## config.mk

```make
export PLATFORM = sky130hd
export DESIGN_NAME = dcache_fill_fsm
export DESIGN_NICKNAME = d
export VERILOG_FILES = /design/src/rtl/dcache_fill_fsm_pkg.sv /design/src/rtl/dcache_fill_fsm_dff.sv /design/src/rtl/dcache_fill_fsm_fill_counter.sv /design/src/rtl/dcache_fill_fsm.sv
export SDC_FILE = /design/constraint.sdc
export NUM_CORES = 1
export LEC_CHECK = 0
export BUFFER_PORTS_ARGS = -buffer_cell sky130_fd_sc_hd__buf_4
export CORE_ASPECT_RATIO = 2
export CORE_MARGIN = 2
export CORE_UTILIZATION = 44
export CTS_BUF_LIST = sky130_fd_sc_hd__clkbuf_16
export CTS_CLUSTER_SIZE = 24
export DETAILED_ROUTE_END_ITERATION = 6
export GPL_TIMING_DRIVEN = 0
export PLACE_DENSITY = 0.8
export RECOVER_POWER = 50
export SETUP_SLACK_MARGIN = 0.1
export SLEW_MARGIN = 30
export SYNTH_ARGS = -nofsm -noshare
export SYNTH_HDL_FRONTEND = slang
export SYNTH_HIERARCHICAL = 1
export SYNTH_SLANG_ARGS = --single-unit
```

## constraint.sdc

```tcl
create_clock -name clk -period 2.3 [get_ports clk]
set_input_delay 0.345 -clock clk [delete_from_list [all_inputs] [get_ports clk]]
set_output_delay 0.345 -clock clk [all_outputs]
set_load 0.02 [all_outputs]
```

## src/rtl/dcache_fill_fsm_pkg.sv

```systemverilog
// Shared types and constants for the D-cache miss-fill engine.
package dcache_fill_fsm_pkg;

    typedef enum logic [1:0] {
        ST_IDLE = 2'b00,
        ST_FILL = 2'b01,
        ST_DONE = 2'b10
    } fill_state_e;

    localparam int          LINE_WORDS  = 8;
    localparam logic [15:0] BLOCK_MASK  = 16'hFFF0;
    localparam int          WORD_STRIDE = 2;

endpackage

```

## src/rtl/dcache_fill_fsm_dff.sv

```systemverilog
// Generic D flip-flop cell with synchronous active-high reset.
module dff #(
    parameter int          W       = 1,
    parameter logic [W-1:0] RST_VAL = '0
) (
    input  logic         clk,
    input  logic         rst,
    input  logic [W-1:0] d,
    output logic [W-1:0] q
);

    // NOTE: sequential state uses non-blocking assignments so every flop samples pre-edge values.
    always_ff @(posedge clk) begin
        if (rst) q <= RST_VAL;
        else     q <= d;
    end

endmodule

```

## src/rtl/dcache_fill_fsm_fill_counter.sv

```systemverilog
// Word counter for the fill engine: synchronous clear has priority over enable.
module fill_counter #(
    parameter int W = 4
) (
    input  logic         clk,
    input  logic         rst,
    input  logic         clr,
    input  logic         en,
    output logic [W-1:0] cnt
);

    logic [W-1:0] cnt_q;

    always_ff @(posedge clk) begin
        if (rst || clr) cnt_q <= '0;
        else if (en)    cnt_q <= cnt_q + 1'b1;
    end

    assign cnt = cnt_q;

endmodule

```

## src/rtl/dcache_fill_fsm.sv

```systemverilog
// D-cache miss-fill engine: issues one line of word requests, writes returning
// words into the data array and writes the tag once the whole line has arrived.
module dcache_fill_fsm
    import dcache_fill_fsm_pkg::*;
#(
    parameter int LINE_WORDS = dcache_fill_fsm_pkg::LINE_WORDS,
    parameter int ADDR_W     = 16
) (
    input  logic                          clk,
    input  logic                          rst,
    input  logic                          miss_detected,
    input  logic [ADDR_W-1:0]             miss_address,
    input  logic [15:0]                   mem_data,
    input  logic                          mem_data_valid,
    output logic                          d_miss_detected,
    output logic                          d_filling_cache,
    output logic [ADDR_W-1:0]             d_address,
    output logic                          data_wr,
    output logic [$clog2(LINE_WORDS)-1:0] data_word,
    output logic [15:0]                   data_out,
    output logic                          tag_wr,
    output logic [ADDR_W-1:0]             tag_address,
    output logic                          stall
);

    localparam int WORD_W = $clog2(LINE_WORDS);
    localparam int CNT_W  = WORD_W + 1;
    localparam logic [ADDR_W-1:0] LINE_MASK = ~ADDR_W'(LINE_WORDS * WORD_STRIDE - 1);

    fill_state_e       state_q, state_d;
    logic [1:0]        state_raw;
    logic [ADDR_W-1:0] base_q, base_d;
    logic [CNT_W-1:0]  req_cnt, rcv_cnt;
    logic [WORD_W-1:0] issue_idx;
    logic              in_fill, req_done, last_beat;

    dff #(.W(2), .RST_VAL(ST_IDLE)) u_state (
        .clk (clk), .rst (rst), .d (state_d), .q (state_raw)
    );
    dff #(.W(ADDR_W), .RST_VAL('0)) u_base (
        .clk (clk), .rst (rst), .d (base_d), .q (base_q)
    );

    assign state_q = fill_state_e'(state_raw);
    assign in_fill = (state_q == ST_FILL);

    // Both counters are held clear outside FILL, so every new miss restarts at word 0.
    fill_counter #(.W(CNT_W)) u_req_cnt (
        .clk (clk), .rst (rst), .clr (!in_fill), .en (in_fill && !req_done), .cnt (req_cnt)
    );
    fill_counter #(.W(CNT_W)) u_rcv_cnt (
        .clk (clk), .rst (rst), .clr (!in_fill), .en (in_fill && mem_data_valid), .cnt (rcv_cnt)
    );

    assign req_done  = req_cnt[CNT_W-1];
    assign last_beat = in_fill && mem_data_valid && (rcv_cnt == CNT_W'(LINE_WORDS - 1));

    // NOTE: every signal written here gets a default first, so no latch is inferred.
    always_comb begin
        state_d = state_q;
        base_d  = base_q;
        case (state_q)
            ST_IDLE: begin
                if (miss_detected) begin
                    state_d = ST_FILL;
                    base_d  = miss_address & LINE_MASK;
                end
            end
            ST_FILL: if (last_beat) state_d = ST_DONE;
            ST_DONE: state_d = ST_IDLE;
            default: state_d = ST_IDLE;
        endcase
    end

    // Once all requests are out, the address parks on the last word of the line.
    assign issue_idx = req_done ? WORD_W'(LINE_WORDS - 1) : req_cnt[WORD_W-1:0];
    assign d_address = base_q + ADDR_W'(issue_idx) * ADDR_W'(WORD_STRIDE);

    assign d_miss_detected = in_fill && !req_done;
    assign d_filling_cache = in_fill;
    assign data_wr         = in_fill && mem_data_valid;
    assign data_word       = rcv_cnt[WORD_W-1:0];
    assign data_out        = mem_data;
    assign tag_wr          = last_beat;
    assign tag_address     = base_q;
    assign stall           = (state_q != ST_IDLE) || miss_detected;

endmodule
```

; ---- Word-level counts from Yosys, hierarchy flattened
; Cells that the tools add are included.
; Widths: inputs -> output; s select.
[word_totals]
elab_cells = 26
input_bits = 36
ff_bits = 22
out_inout_bits = 56
[op_classes]
addsub = 3
eq_ne = 4
muxes = 4
reduce_logical = 11
[op_table]
columns = op, count
row1 = $add 16x4->16, 1
row2 = $add 4x1->4 const B, 2
row3 = $eq 4x3->1 const B, 1
row4 = $mux 2, 2
row5 = $ne 2x2->1 const B, 2
row6 = $pmux 2 s2, 1
row7 = $reduce_and 2->1, 2
row8 = $logic_and 1x1->1, 3
row9 = $mux 3, 1
row10 = $eq 2x1->1 const B, 1
row11 = $logic_not 1->1, 2
row12 = $logic_not 2->1, 1
row13 = $logic_or 1x1->1, 2
row14 = $reduce_bool 2->1, 1

; ---- Longest topological paths before layout
; Gate-level depths: netlist of the first run.
[logic_depth]
word_depth = 5
ltp_mapped = 7

; ---- Cells and area by module
; Netlist of the first run, hierarchy kept.
[by_module_without_submodules]
columns = mod, cells_per_inst, instances, area_per_inst_um2
row1 = dcache_fill_fsm, 86, 1, 714.4
row2 = dff (u_base), 33, 1, 464.2
row3 = fill_counter, 17, 2, 177.7
row4 = dff (u_state), 4, 1, 52.6

; ---- Worst setup path after synthesis of the first run
; Ideal clock, no wire load.
[synth_path]
kind = register -> output
start = register u_req_cnt.cnt_q[0], in the netlist u_req_cnt/cnt[0]
end = output d_address[9]
slack_ns = 0.075
t_arrival_ns = 1.880
stages_incl_launch_ff = 7
cell_sequence = dfxtp_1 -> or2_2 -> ha_1 -> fa_1 -> a21oi_1 -> nor3_2 -> xor2_1
[synth_via]
elab_chain_len = 2
[synth_lines]
columns = item, line
row1 = "start, declared", dcache_fill_fsm_fill_counter.sv:12  ; logic [W-1:0] cnt_q;
row2 = "start signal, assigned", dcache_fill_fsm_fill_counter.sv:16  ; else if (en) cnt_q <= cnt_q + 1'b1;
row3 = $mux 3, dcache_fill_fsm.sv:76  ; assign issue_idx = req_done ? WORD_W'(LINE_WORDS - 1) : req_cnt[WORD_W-1:0];
row4 = $add 16x4->16, dcache_fill_fsm.sv:77  ; assign d_address = base_q + ADDR_W'(issue_idx) * ADDR_W'(WORD_STRIDE);
row5 = "end, declared", dcache_fill_fsm.sv:17  ; output logic [ADDR_W-1:0] d_address,
; No other way between the ends.

; ---- Worst setup path in the final report of the first run
[layout_path]
start = register u_req_cnt.cnt_q[3], in the netlist u_req_cnt/cnt[3]
end = output d_address[11]
; The elaborated chain is that of the path after synthesis.

==> results.toml, run 1 <==
[place]
port_buffers = 71
routabilityCongestion = 0.814
pre_cts_ws_ns = -0.150
detailed_place.area_um2 = 2210
post-dp-hpwl_um = 2820

[sta]
fmax_ghz = 0.415
finalCritPeriodShare_pct = 105
report.final.hold_viol_count = 0
final.min_clock_period_ns = 2.41
clock-skew-final_ns = 0.00217
slew-limit-headroom_pct = 67.5
post-route-worst-setup-slack_ns = -0.107
timing_worst_slew_pin_value_ns = 0.486
setup_repair_after_global_routing_missed_its_margin = "yes"
setup_viol_count_final = 12
timing_max_transition_violations_final = 0

[synth]
number_of_unique_standard_cell_types_used_by_synthesis = 37
synth_area_um2 = 1590
ys_seq_area_share_pct = 32.8
synth_flop_cell = "sky130_fd_sc_hd__dfxtp_1"
ys_warn_count = 6
post-synth-top-count-cell = "sky130_fd_sc_hd__dfxtp_1"
ranking_of_synthesized_cells_by_area = "sky130_fd_sc_hd__dfxtp_1 (33%), sky130_fd_sc_hd__buf_4 (8.5%), sky130_fd_sc_hd__mux2_2 (8.5%), sky130_fd_sc_hd__xor2_1 (4.4%), sky130_fd_sc_hd__ha_1 (3.9%)"
synth_commonest_cells = "sky130_fd_sc_hd__dfxtp_1 (26), sky130_fd_sc_hd__buf_4 (18), sky130_fd_sc_hd__mux2_2 (12)"
synth_top_area_share_pct = 32.8
ys_seq_elements = 26
synth_edf_count = 0
post_synth.cell_area_avg_um2 = 10.1
yosysTopAreaCell = "sky130_fd_sc_hd__dfxtp_1"
postSynthNetCount = 199
postSynth.asyncResetShare_pct = 0
netlist_instances = 157

[drt]
postRouteAntennaNets = 0
drt-pass1-iter-count = 3
postRouteWirelength_um = 3530
via_count = 1342
avgRoutedWirePerCell_um = 12.3
drc_violations = 0
via_per_inst = 4.69
dr.first_iter.drc_count = 15

[power]
static_leakage_nw = 1.09
post_layout_total_power_w = 0.00111
power-per-cell-area_nw_per_um2 = 483
max-vdd-ir-drop_uv = 647

[worst_hold_path]
hold_class = "input port to flip-flop"
worst_hold_startpoint = "rst"

[worst_setup_path]
worst_setup_path_start_kind = "flip-flop"
crit_path_max_incr_delay_ns = 0.34
cp_data_required_time_ns = 1.96
critical_path_buf_inv_count = 1
critical_path.max_fanout = 6
critical_path.endpoint_type = "output port"
cell_chain_of_the_critical_path = "or2_2 > ha_4 > a21oi_4 > nor3_4 > nand3_2 > xnor2_2 > buf_4"
regToRegStartpoint = "u_state/q[0]"
path_delay_family = "simple AND/OR/NAND/NOR gates"
crit_type = "flip-flop to output port"
cp_slowest_cell = "sky130_fd_sc_hd__dfxtp_2"
setup.worst_path.start = "u_req_cnt/cnt[3]"
arrival_ns = 2.06

[global_routing]
grt_start_max_net_pins = 16
vias_in_the_first_global_route = 1178
grt_overflow_total = 0
grt_usage_pct = 17.3
wire_length_of_the_first_global_routing_pass_um = 5320
antenna_violations_before_repair = 0

[clock_tree]
cts_tree = "done"
clock_path_buffers = 2
cts.sinks = 26
cts_buffers = 3
cts_hold_repair.buffers = 0
htreeDepth = 1
cts-root-buf = "sky130_fd_sc_hd__clkbuf_16"
clk_transition_reported_paths_ns = 0.06
worstSkewPairLatency_ns = 0.25

[finish]
final-seq-area_um2 = 523
layout-area-overhead-vs-synth_pct = 45.4
nNetsFinal = 281
final_area_um2 = 2310
multi_input_area_um2 = 1020
drive_gt1_share_pct = 49.6
antenna_cells = 0
fillerInstances = 314
finish.utilization_pct = 67.5

[job]
drv.max_cap_violation_count = 0

[die]
floorplan.die_area_um2 = 4130
io-pin-count = 92
initial_utilization_pct = 46.4
core_area_um2 = 3420
die_x_um = 46.5
std_cell_rows = 30
chipHeight_um = 88.9

[status]
violations = "setup timing"
run_status = "finished, violations left"
-- final timing paths --
path	cells after the start	to	slack, ns
hold / removal	2	u_state/q[1]	0.37
setup / recovery	7	d_address[11]	-0.11
setup reg to reg	5	u_rcv_cnt/cnt[3]	0.44
hold reg to reg	2	u_req_cnt/cnt[1]	0.57
-- final cells by class --
cell class	count	area share, %
multi-input cells	110	44.4
flip-flops and latches	26	22.7
repair buffers	77	20.2
plain buffers	19	6.34
clock buffers	3	3.25
well taps	48	2.60
inverters	2	0.325
clock inverters	1	0.163
-- layer usage --
| metal | vias to the layer above | GRT usage (%) | share of wire, % | wire (µm) |
|---|---|---|---|---|
| met5 | - | 0 | 0 | 0 |
| met4 | 0 | 3.90 | 0.65 | 23 |
| met3 | 2 | 1.82 | 5.1 | 179 |
| met2 | 42 | 34.1 | 58 | 2060 |
| met1 | 625 | 18.3 | 36 | 1270 |
| li1 | 673 | - | - | - |
-- per-stage QoR --
| stage | cells | TNS, ns | hold WS [ns] |
|---|---|---|---|
| 2_1_floorplan | 157 | 0 | 0.417 |
| 3_3_place_gp | 276 | -0.611 | 0.537 |
| 3_5_place_dp | 276 | -0.566 | 0.548 |
| 4_1_cts | 285 | -1.04 | 0.368 |
| 5_1_grt | 286 | -1.83 | 0.389 |
| 6_report | 286 | -0.924 | 0.369 |
-- cells in the final DEF (no fill, tap or decap), drive strengths merged --
master | Yosys | final
clkinv | 0 | 1
xnor2 | 7 | 7
nand3 | 4 | 4
o21ai | 1 | 1
nand2 | 2 | 2
nand2b | 1 | 1
fa | 1 | 1
clkbuf | 0 | 38
or2 | 6 | 6
nor2 | 8 | 8
nor3 | 5 | 5
nand4b | 1 | 1
mux2i | 2 | 2
nand3b | 2 | 2
a21oi | 4 | 4
nor3b | 7 | 7
dfxtp | 26 | 26
and2b | 6 | 6
buf | 19 | 61
nand4 | 2 | 2
ha | 5 | 5
a21o | 1 | 1
mux2 | 14 | 14
inv | 2 | 2
or2b | 1 | 1
nor2b | 17 | 17
xor2 | 8 | 8
or3 | 1 | 1
and3 | 2 | 2
a21bo | 2 | 2
-- report_power, final --
group / internal, W / leakage, nW / switching, W / total, W
clock network: 0.000232 / 0.0385 / 0.000144 / 0.000376
logic: 0.000125 / 0.836 / 0.000126 / 0.000251
registers: 0.000467 / 0.213 / 0.0000218 / 0.000488
total: 0.000823 / 1.09 / 0.000292 / 0.00111
-- what timing repair did --
action | CTS | global route
endpoints found under the hold margin | 0 | 0
buffers inserted | 5 | 1
gates resized for setup | 17 | 3
pin swaps | 7 | 8
endpoints found under the setup margin | 13 | 13
-- kinds of logic (layout without fill, tap and decap cells) --
logic type	after synthesis	in the layout	share of synthesized area, %
fa+ha+maj	6	6	5.21
mux	16	16	11.2
simple gates	65	65	28.8
compound gates	8	8	4.02
flops	26	26	32.8
xor+xnor	15	15	8.28
buf+inv	21	102	9.70
-- flip-flops by register name (all words and copies together) (netlist names) --
signal / count
u_req_cnt/cnt: 4
u_state/q: 2
u_rcv_cnt/cnt: 4
u_base/q: 16
No activity file was read; power rests on OpenSTA's default activity.
==> run 2, diff against run 1 <==
Settings changed: BUFFER_PORTS_ARGS -buffer_cell sky130_fd_sc_hd__buf_4 to unset, CORE_UTILIZATION 44 to 55, CTS_BUF_LIST sky130_fd_sc_hd__clkbuf_16 to sky130_fd_sc_hd__clkbuf_4, DONT_BUFFER_PORTS set to 1, PLACE_DENSITY 0.8 to 0.7.
==> run 2 against run 1 <==
Net effect:
- global-route usage is 2.1 points higher
- clock-buffer cell count is the same
- sequential share of layout area up 3.6 points
- clock power shrank 16%
- non-clock buffer count fell by 70
- power shrank 11%
- worst setup slack worse by 0.015 ns
- utilization increased by 5.8 points
- highest routed layer unchanged
- the run still ends with setup timing left
- critical path type unchanged
- clock skew increased by 0.0042 ns
==> results.toml, run 2 (synthesis gave the netlist of run 1 again) <==
[status]
run_status = "finished, violations left"
violations = "setup timing"

[drt]
via_count = 1083
postRouteAntennaNets = 0
drc_violations = 0
avgRoutedWirePerCell_um = 16.5
drt-pass1-iter-count = 4
via_per_inst = 5.50
postRouteWirelength_um = 3260
dr.first_iter.drc_count = 3

[power]
power-per-cell-area_nw_per_um2 = 496
max-vdd-ir-drop_uv = 416
post_layout_total_power_w = 0.000996
static_leakage_nw = 0.861

[job]
drv.max_cap_violation_count = 0

[worst_setup_path]
cp_data_required_time_ns = 1.96
crit_type = "flip-flop to output port"
critical_path_buf_inv_count = 2
critical_path.endpoint_type = "output port"
worst_setup_path_start_kind = "flip-flop"
critical_path.max_fanout = 6
crit_path_max_incr_delay_ns = 0.36
arrival_ns = 2.08
cp_slowest_cell = "sky130_fd_sc_hd__dfxtp_2"
path_delay_family = "simple AND/OR/NAND/NOR gates"
cell_chain_of_the_critical_path = "or2_4 > ha_4 > buf_6 > a21oi_4 > buf_12 > nor3b_4 > xor2_2"

[die]
initial_utilization_pct = 58.0
io-pin-count = 92
die_x_um = 42.0
std_cell_rows = 27
floorplan.die_area_um2 = 3360
core_area_um2 = 2740
chipHeight_um = 80.0

[sta]
slew-limit-headroom_pct = 70.0
post-route-worst-setup-slack_ns = -0.122
setup_viol_count_final = 10
timing_worst_slew_pin_value_ns = 0.450
fmax_ghz = 0.413
final.min_clock_period_ns = 2.42
setup_repair_after_global_routing_missed_its_margin = "yes"
timing_max_transition_violations_final = 0
report.final.hold_viol_count = 0
clock-skew-final_ns = 0.00641
finalCritPeriodShare_pct = 105
final.hold.worst_slack_ns = 0.0639

[place]
post-dp-hpwl_um = 2350
routabilityCongestion = 0.666
detailed_place.area_um2 = 1650
port_buffers = 0

[clock_tree]
cts.sinks = 26
cts_hold_repair.buffers = 0
cts_tree = "done"
cts_buffers = 3
htreeDepth = 1
cts-root-buf = "sky130_fd_sc_hd__clkbuf_4"
worstSkewPairLatency_ns = 0.32
clock_path_buffers = 2
clk_transition_reported_paths_ns = 0.14

[global_routing]
grt_usage_pct = 19.4
wire_length_of_the_first_global_routing_pass_um = 5060
groute.layer.met1.usage_pct = 18.5
grt_overflow_total = 0
vias_in_the_first_global_route = 1115
routing_usage_on_met2_pct = 39.1
top_usage_layer = "met2"
met3_usage_pct = 3.85
grt_start_max_net_pins = 16
antenna_violations_before_repair = 0

[finish]
max_flop_register = "u_base/q"
drive_gt1_share_pct = 51.8
largest_register_ff_count = 16
final-seq-area_um2 = 528
multi_input_area_um2 = 1220
final_area_um2 = 2010
mostFrequentLayoutCell = "sky130_fd_sc_hd__dfxtp_1"
fillerInstances = 216
layout-area-overhead-vs-synth_pct = 26.5
antenna_cells = 0
nNetsFinal = 211
final_cell_mix = "sky130_fd_sc_hd__dfxtp_1 (20), sky130_fd_sc_hd__clkbuf_1 (16), sky130_fd_sc_hd__mux2_2 (12)"

[worst_hold_path]
hold_class = "input port to flip-flop"
run 2: metrics by stage:
step	TNS, ns	setup WS [ns]	utilization [%]	cells
3_3_place_gp	-0.737	-0.178	60.4	186
3_5_place_dp	-1.00	-0.194	60.4	186
5_1_grt	-1.89	-0.197	73.3	197
2_1_floorplan	0	0.0752	-	157
6_report	-0.983	-0.122	73.3	197
4_1_cts	-1.16	-0.156	74.8	197
run 2: per-layer routing:
metal / wire [µm] / up-vias
met1: 1010 / 514
met5: 0 / -
li1: - / 520
met2: 2000 / 44
met4: 44 / 0
met3: 196 / 5
run 2: area by class of cell:
class / instances / area share, %
multi-input combinational: 110 / 61.0
buffer: 19 / 4.30
clock inverter: 1 / 1.50
sequential: 26 / 26.3
inverter: 2 / 0.374
timing repair buffer: 7 / 3.62
tap: 29 / 1.81
clock buffer: 3 / 1.12
run 2: worst paths after layout:
kind / start / end / slack [ns] / cells past startpoint
max: u_req_cnt/cnt[3] / d_address[12] / -0.12 / 7
min: rst / u_state/q[0] / 0.06 / 1
max reg2reg: u_state/q[0] / u_req_cnt/cnt[3] / 0.36 / 5
min reg2reg: u_req_cnt/cnt[2] / u_req_cnt/cnt[2] / 0.59 / 2
run 2: worst reg2reg max path: cells and delay by family (launching register included):
kind	cells	cell delay (ns)
and+or+nand+nor	3	0.79
buffers and inverters	1	0.29
DFF	1	0.42
muxes	1	0.34
run 2: power by group:
part           switching [W]  leakage [nW]  internal [W]
logic              0.0000926         0.619     0.0000754
clock network       0.000137        0.0279      0.000176
registers          0.0000475         0.215      0.000467
total               0.000277         0.861      0.000719
run 2: what timing repair did:
item,in CTS,in global routing
setup buffers,7,0
resized for setup,50,3
pin swaps,16,3
setup endpoints to repair,19,15
